==> config.mk <==
export PLATFORM = sky130hd
export DESIGN_NAME = pipe_stage_reg
export DESIGN_NICKNAME = d
export VERILOG_FILES = /design/src/rtl/pipe_stage_reg.sv
export SDC_FILE = /design/constraint.sdc
export NUM_CORES = 1
export LEC_CHECK = 0
export CAP_MARGIN = 20
export CORE_MARGIN = 2
export CORE_UTILIZATION = 41
export CTS_CLUSTER_DIAMETER = 200
export DETAILED_ROUTE_END_ITERATION = 10
export GPL_TIMING_DRIVEN = 1
export PLACE_DENSITY = 0.8
export SLEW_MARGIN = 5
export SYNTH_ARGS = -nofsm -noshare
export SYNTH_HDL_FRONTEND = slang
export SYNTH_SLANG_ARGS = --single-unit
==> constraint.sdc <==
create_clock -name clk -period 2.1 [get_ports clk]
set_input_delay 0.42 -clock clk [delete_from_list [all_inputs] [get_ports clk]]
set_output_delay 0.42 -clock clk [all_outputs]
set_load 0.05 [all_outputs]
==> src/rtl/pipe_stage_reg.sv <==
// Inter-stage pipeline register with valid/exception carry, deferred flush
// across holds, and saturating hold/bubble performance counters.
module pipe_stage_reg #(
  parameter int unsigned               DATA_W   = 32,
  parameter int unsigned               PC_W     = 32,
  parameter logic [DATA_W-1:0]         NOP_DATA = '0,
  parameter logic [PC_W-1:0]           RESET_PC = '0,
  parameter int unsigned               CNT_W    = 16
) (
  input  logic              clk,
  input  logic              reset,
  input  logic              stall_i,
  input  logic              busy_i,
  input  logic              busy_sens_i,
  input  logic              flush_i,
  input  logic              valid_i,
  input  logic [DATA_W-1:0] data_i,
  input  logic [PC_W-1:0]   pc_i,
  input  logic [4:0]        excode_i,
  output logic              valid_o,
  output logic [DATA_W-1:0] data_o,
  output logic [PC_W-1:0]   pc_o,
  output logic [4:0]        excode_o,
  output logic              hold_o,
  output logic              flush_pend_o,
  output logic [CNT_W-1:0]  hold_cnt_o,
  output logic [CNT_W-1:0]  bubble_cnt_o
);

  typedef enum logic [1:0] {
    RUN     = 2'd0,
    HOLD    = 2'd1,
    HOLD_FP = 2'd2
  } state_t;

  state_t state, state_next;
  logic   hold;
  logic   bubble;

  assign hold         = stall_i | (busy_i & busy_sens_i);
  assign hold_o       = hold;
  assign flush_pend_o = (state == HOLD_FP);

  // A flush seen during a hold is parked in HOLD_FP and becomes exactly one
  // bubble on the first free edge; a coincident flush_i is absorbed by it.
  assign bubble = ~hold & (flush_i | (state == HOLD_FP));

  always_comb begin
    state_next = RUN;
    if (hold) begin
      if (flush_i || state == HOLD_FP) state_next = HOLD_FP;
      else                             state_next = HOLD;
    end
  end

  always_ff @(posedge clk) begin
    if (reset) state <= RUN;
    else       state <= state_next;
  end

  always_ff @(posedge clk) begin
    if (reset) begin
      valid_o      <= 1'b0;
      data_o       <= NOP_DATA;
      pc_o         <= RESET_PC;
      excode_o     <= '0;
      hold_cnt_o   <= '0;
      bubble_cnt_o <= '0;
    end else if (hold) begin
      if (hold_cnt_o != '1) hold_cnt_o <= hold_cnt_o + CNT_W'(1);
    end else if (bubble) begin
      valid_o  <= 1'b0;
      data_o   <= NOP_DATA;
      pc_o     <= pc_i;
      excode_o <= '0;
      if (bubble_cnt_o != '1) bubble_cnt_o <= bubble_cnt_o + CNT_W'(1);
    end else begin
      valid_o  <= valid_i;
      data_o   <= data_i;
      pc_o     <= pc_i;
      excode_o <= excode_i;
    end
  end

endmodule

== Word level (Yosys, flattened, before mapping) ==
Index checks and enable logic that the tools add are counted.

* Add/sub/neg operators: 2
* Equality and inequality tests: 3
* Muxes and demuxes: 4
* Bitwise gates (word level): 5
* Reductions and logical operators: 4

{| class="wikitable"
|+ Operators with widths
! cell !! number
|-
| adder 16 x 1 -> 16 bit (second input constant) || 2
|-
| 2-to-1 mux 32 bit || 1
|-
| inequality test 16 bit (second input constant) || 2
|-
| 2-to-1 mux 5 bit || 1
|-
| AND reduction 3 bit || 1
|-
| bitwise AND 1 bit || 2
|-
| equality test 2 bit (second input constant) || 1
|-
| 2-to-1 mux 2 bit || 1
|-
| bitwise OR 1 bit || 2
|-
| AND reduction 2 bit || 1
|-
| OR reduction 2 bit || 1
|-
| logical OR 1 bit || 1
|-
| 2-to-1 mux 1 bit || 1
|-
| inverter 1 bit || 1
|}

* Flip-flop bits (word level): 104
* Input bits: 76
* Output and inout port bits: 104

== Longest topological paths before layout ==
* Depth after elaboration: 5
* Mapped depth: 7

== Worst setup path after synthesis ==
OpenSTA, ideal clock, no wires.

* Path type: reg-to-reg
* Start: register hold_cnt_o[0]
* End: register hold_cnt_o[13]
* Library setup time: 128 ps
* Arrival time: 1978 ps
* Required time: 1972 ps
* Path slack: -6 ps
* Cell stages (with the launch flop): 8
* Clock period less this slack: 2106 ps
* Cell sequence: dfxtp_1 ha_1 nand3_1 or4_1 buf_2 nand4_1 xor2_1 nor2_1

* Longest elaborated chain between the ends: 2

{| class="wikitable"
|+ Ends and longest elaborated chain
! item !! RTL line !! source
|-
| start, declared || 26 || <nowiki>output logic [CNT_W-1:0] hold_cnt_o,</nowiki>
|-
| start signal, assigned || 70 || <nowiki>if (hold_cnt_o != '1) hold_cnt_o <= hold_cnt_o + CNT_W'(1);</nowiki>
|-
| branches (longest 2 deep; another with adder 16 x 1 -> 16 bit) || - ||
|}

Several ways; the timed one is not identified.
A chain may end at the register's enable or synchronous reset.

== Worst setup path after layout ==
* Start: register bubble_cnt_o[6]
* End: output bubble_cnt_o[6]

{| class="wikitable"
|+ RTL lines
! item !! RTL line !! source
|-
| start, declared || 27 || <nowiki>output logic [CNT_W-1:0] bubble_cnt_o</nowiki>
|-
| start signal, assigned || 76 || <nowiki>if (bubble_cnt_o != '1) bubble_cnt_o <= bubble_cnt_o + CNT_W'(1);</nowiki>
|}

No word-level cell between the ends.

==> flow_summary.ini <==
[cells_and_area]
nets = 677
diodes = 0
drive_gt1_share_pct = 9.27
area_growth_syn_to_layout_pct = 58.0

[synthesis]
synth-seq-cells = 104
muxShareOfSynthArea_pct = 0.515
yosysTopAreaCell = dfxtp_1
yosysSeqAreaShare_pct = 53.5
synthFlopType = dfxtp_1
synth.net_count = 490
synth.most_common_cell = dfxtp_1
yosys-top-cells-count = dfxtp_1, nand2_1, a22o_1
synthXorXnorAreaFrac_pct = 4.95
synth_edf_count = 0
ys_types = 44
synth_area_leaders = dfxtp_1, a22o_1, nand2_1
synthArstFlopShare_pct = 0
syn_area_per_cell_um2 = 9.44
synthesis.area_um2 = 3890
synthCells = 412
synth-simple-area-share_pct = 21.4
synth_top_area_share_pct = 53.5
synth_top_family_by_area = simple AND/OR/NAND/NOR gates
synth_adder_area_share_pct = 0.643
synth_compound_area_share_pct = 15.9
ys_warn_count = 0

[status]
status = finished clean

[worst_setup_path]
crit_buf_inv = 1
criticalPathCategory = reg2out
worstPathRequired_ns = 1.68
crit_chain = clkdlybuf4s50_1
path_max_fanout = 5
critical-path-slowest-cell = clkdlybuf4s50_1
max_stage_delay_ns = 0.84
crit_arrival_ns = 1.63
critPathTopFamily = buffers and inverters
cp-end-kind = output pin
cp-start-kind = flip-flop

[grt]
grt_pass1_vias = 3673
grt_first_pass_wirelength_um = 17700
grt_max_degree = 39
gr-total-overflow = 0
grt_antenna_before_repair = 0
track_usage_pct = 21.3

[worst_hold_path]
hold_path_class = reg2reg

[routing]
drt.antenna.violating_nets = 0
wl_um = 11200
wl_met1_um = 4750
first_pass_iters = 4
initialDrtViolationCount = 151
met3_length_um = 584
drc_errors = 0
wl_met2_um = 5510
wire_per_inst_um = 15.2
top_layer_used = met4
vias_per_cell = 5.06
num_vias = 3708

[clock_network]
cts_inserted_buffers = 9
clk_pin_slew_ns = 0.10
clock_tree.root_cell = clkbuf_8
cts.sink_count = 104
worstSkewPairLatency_ns = 0.36
cts_buffer_depth = 2
htreeDepth = 3
cts_tree = built

[die]
die_y_um = 101
ioPinCount = 180
die-area_um2 = 10300
start_util_pct = 42.1
core_um2 = 9240
die_width_um = 101
rows = 35

[pwr]
peakVddDrop_v = 0.000442
power.density_nw_per_um2 = 653
p_leak_uw = 0.00251

[sta]
min_period_over_period_pct = 97.5
max_freq_mhz = 488
worst_slack_ns = 0.0516
hold_viol = 0
layout_min_cycle_time_ns = 2.05
slew_viol_final = 0
worstMarginPinSlew_ns = 0.552
finalHoldWorstSlack_ns = 0.458
setup_viol = 0
clock-skew-final_ns = 0.0157
slew_headroom_pct = 63.1
tns_ns = 0
rsz0062_at_grt = no

[placement]
port_buffers = 179
post-dp-hpwl_um = 8110
pre_cts_ws_ns = -0.142
gp_congestion = 0.852

[job]
drv_cap = 0
flip-flops by register name, summed over array words and instances (netlist names):
signal,cells
bubble_cnt_o,16
data_o,32
excode_o,5
hold_cnt_o,16
pc_o,32
state,2
valid_o,1
placed cells by master (no fill, tap or decap), types with 2 or more instances in the layout:
cell               n
a22o_1            38
nand2_1           73
clkbuf_8           9
and4_1             3
dlygate4sd2_1      5
o21ai_0            5
inv_8              2
nand4_1            9
nor2b_1            2
inv_1              2
xor2_1            10
buf_12             3
nor4_1             4
nand3_1           16
clkinv_4           2
nor2_1            31
nor3_1            10
and3_1             3
or4_1              3
buf_4             22
dfxtp_1          103
ha_1               2
a21oi_1           36
dlymetal6s2s_1    14
xnor2_1           12
clkdlybuf4s50_1  156
mux2i_1            2
cell families (layout without fill, tap and decap cells):
family | after synthesis | after routing
adders and majority gates | 2 | 2
AOI/OAI and AO/OA | 86 | 86
xor gates and xnor gates | 22 | 22
and+or+nand+nor | 169 | 169
buffers and inverters | 27 | 219
muxes | 2 | 2
DFF | 104 | 104
where the power goes:
| part | total [uW] | internal [uW] | switching, uW |
|---|---|---|---|
| registers | 2080 | 2040 | 41.0 |
| logic | 756 | 325 | 431 |
| clock network | 1170 | 455 | 717 |
| total | 4010 | 2820 | 1190 |
routing by layer:
metal  vias up  global-route usage, %
li1       1827                      -
met1      1725                   27.3
met2       128                   35.5
met3        28                   4.14
met4         0                   8.32
met5         -                      0
through the flow:
stage | area [um2] | power (uW) | utilization, % | std cells
finish | 6140 | 4010 | 66.5 | 733
detailed placement | 5920 | 2880 | 64.1 | 716
CTS | 6110 | 4060 | 66.1 | 733
global placement | 5920 | 2870 | 64.1 | 716
global route | 6140 | 4190 | 66.5 | 733
floorplan | 3890 | 2530 | - | 412
repair_timing:
action	in CTS	in global routing
resized for setup	5	14
buffers inserted	1	0
hold buffers	0	0
endpoints found under the setup margin	6	14
pin swaps	1	0
gates cloned	0	0
path summary, 6_finish.rpt:
kind              slack, ns             from  cells after the start              end
setup reg to reg       0.21   hold_cnt_o[12]                      5   hold_cnt_o[13]
hold / removal         0.46         pc_o[13]                      2         pc_o[13]
setup / recovery       0.05  bubble_cnt_o[6]                      1  bubble_cnt_o[6]
hold reg to reg        0.46         pc_o[13]                      2         pc_o[13]
area by class of cell:
| type | count | area, um2 |
|---|---|---|
| fillers | 731 | 3100 |
| multi-input cells | 281 | 1700 |
| inverters | 2 | 7.51 |
| repair buffers | 201 | 2010 |
| clock inverters | 7 | 61.3 |
| well taps | 129 | 161 |
| clock buffers | 9 | 124 |
| flip-flops and latches | 104 | 2080 |
Note: power is estimated with default switching activity, not from simulation.
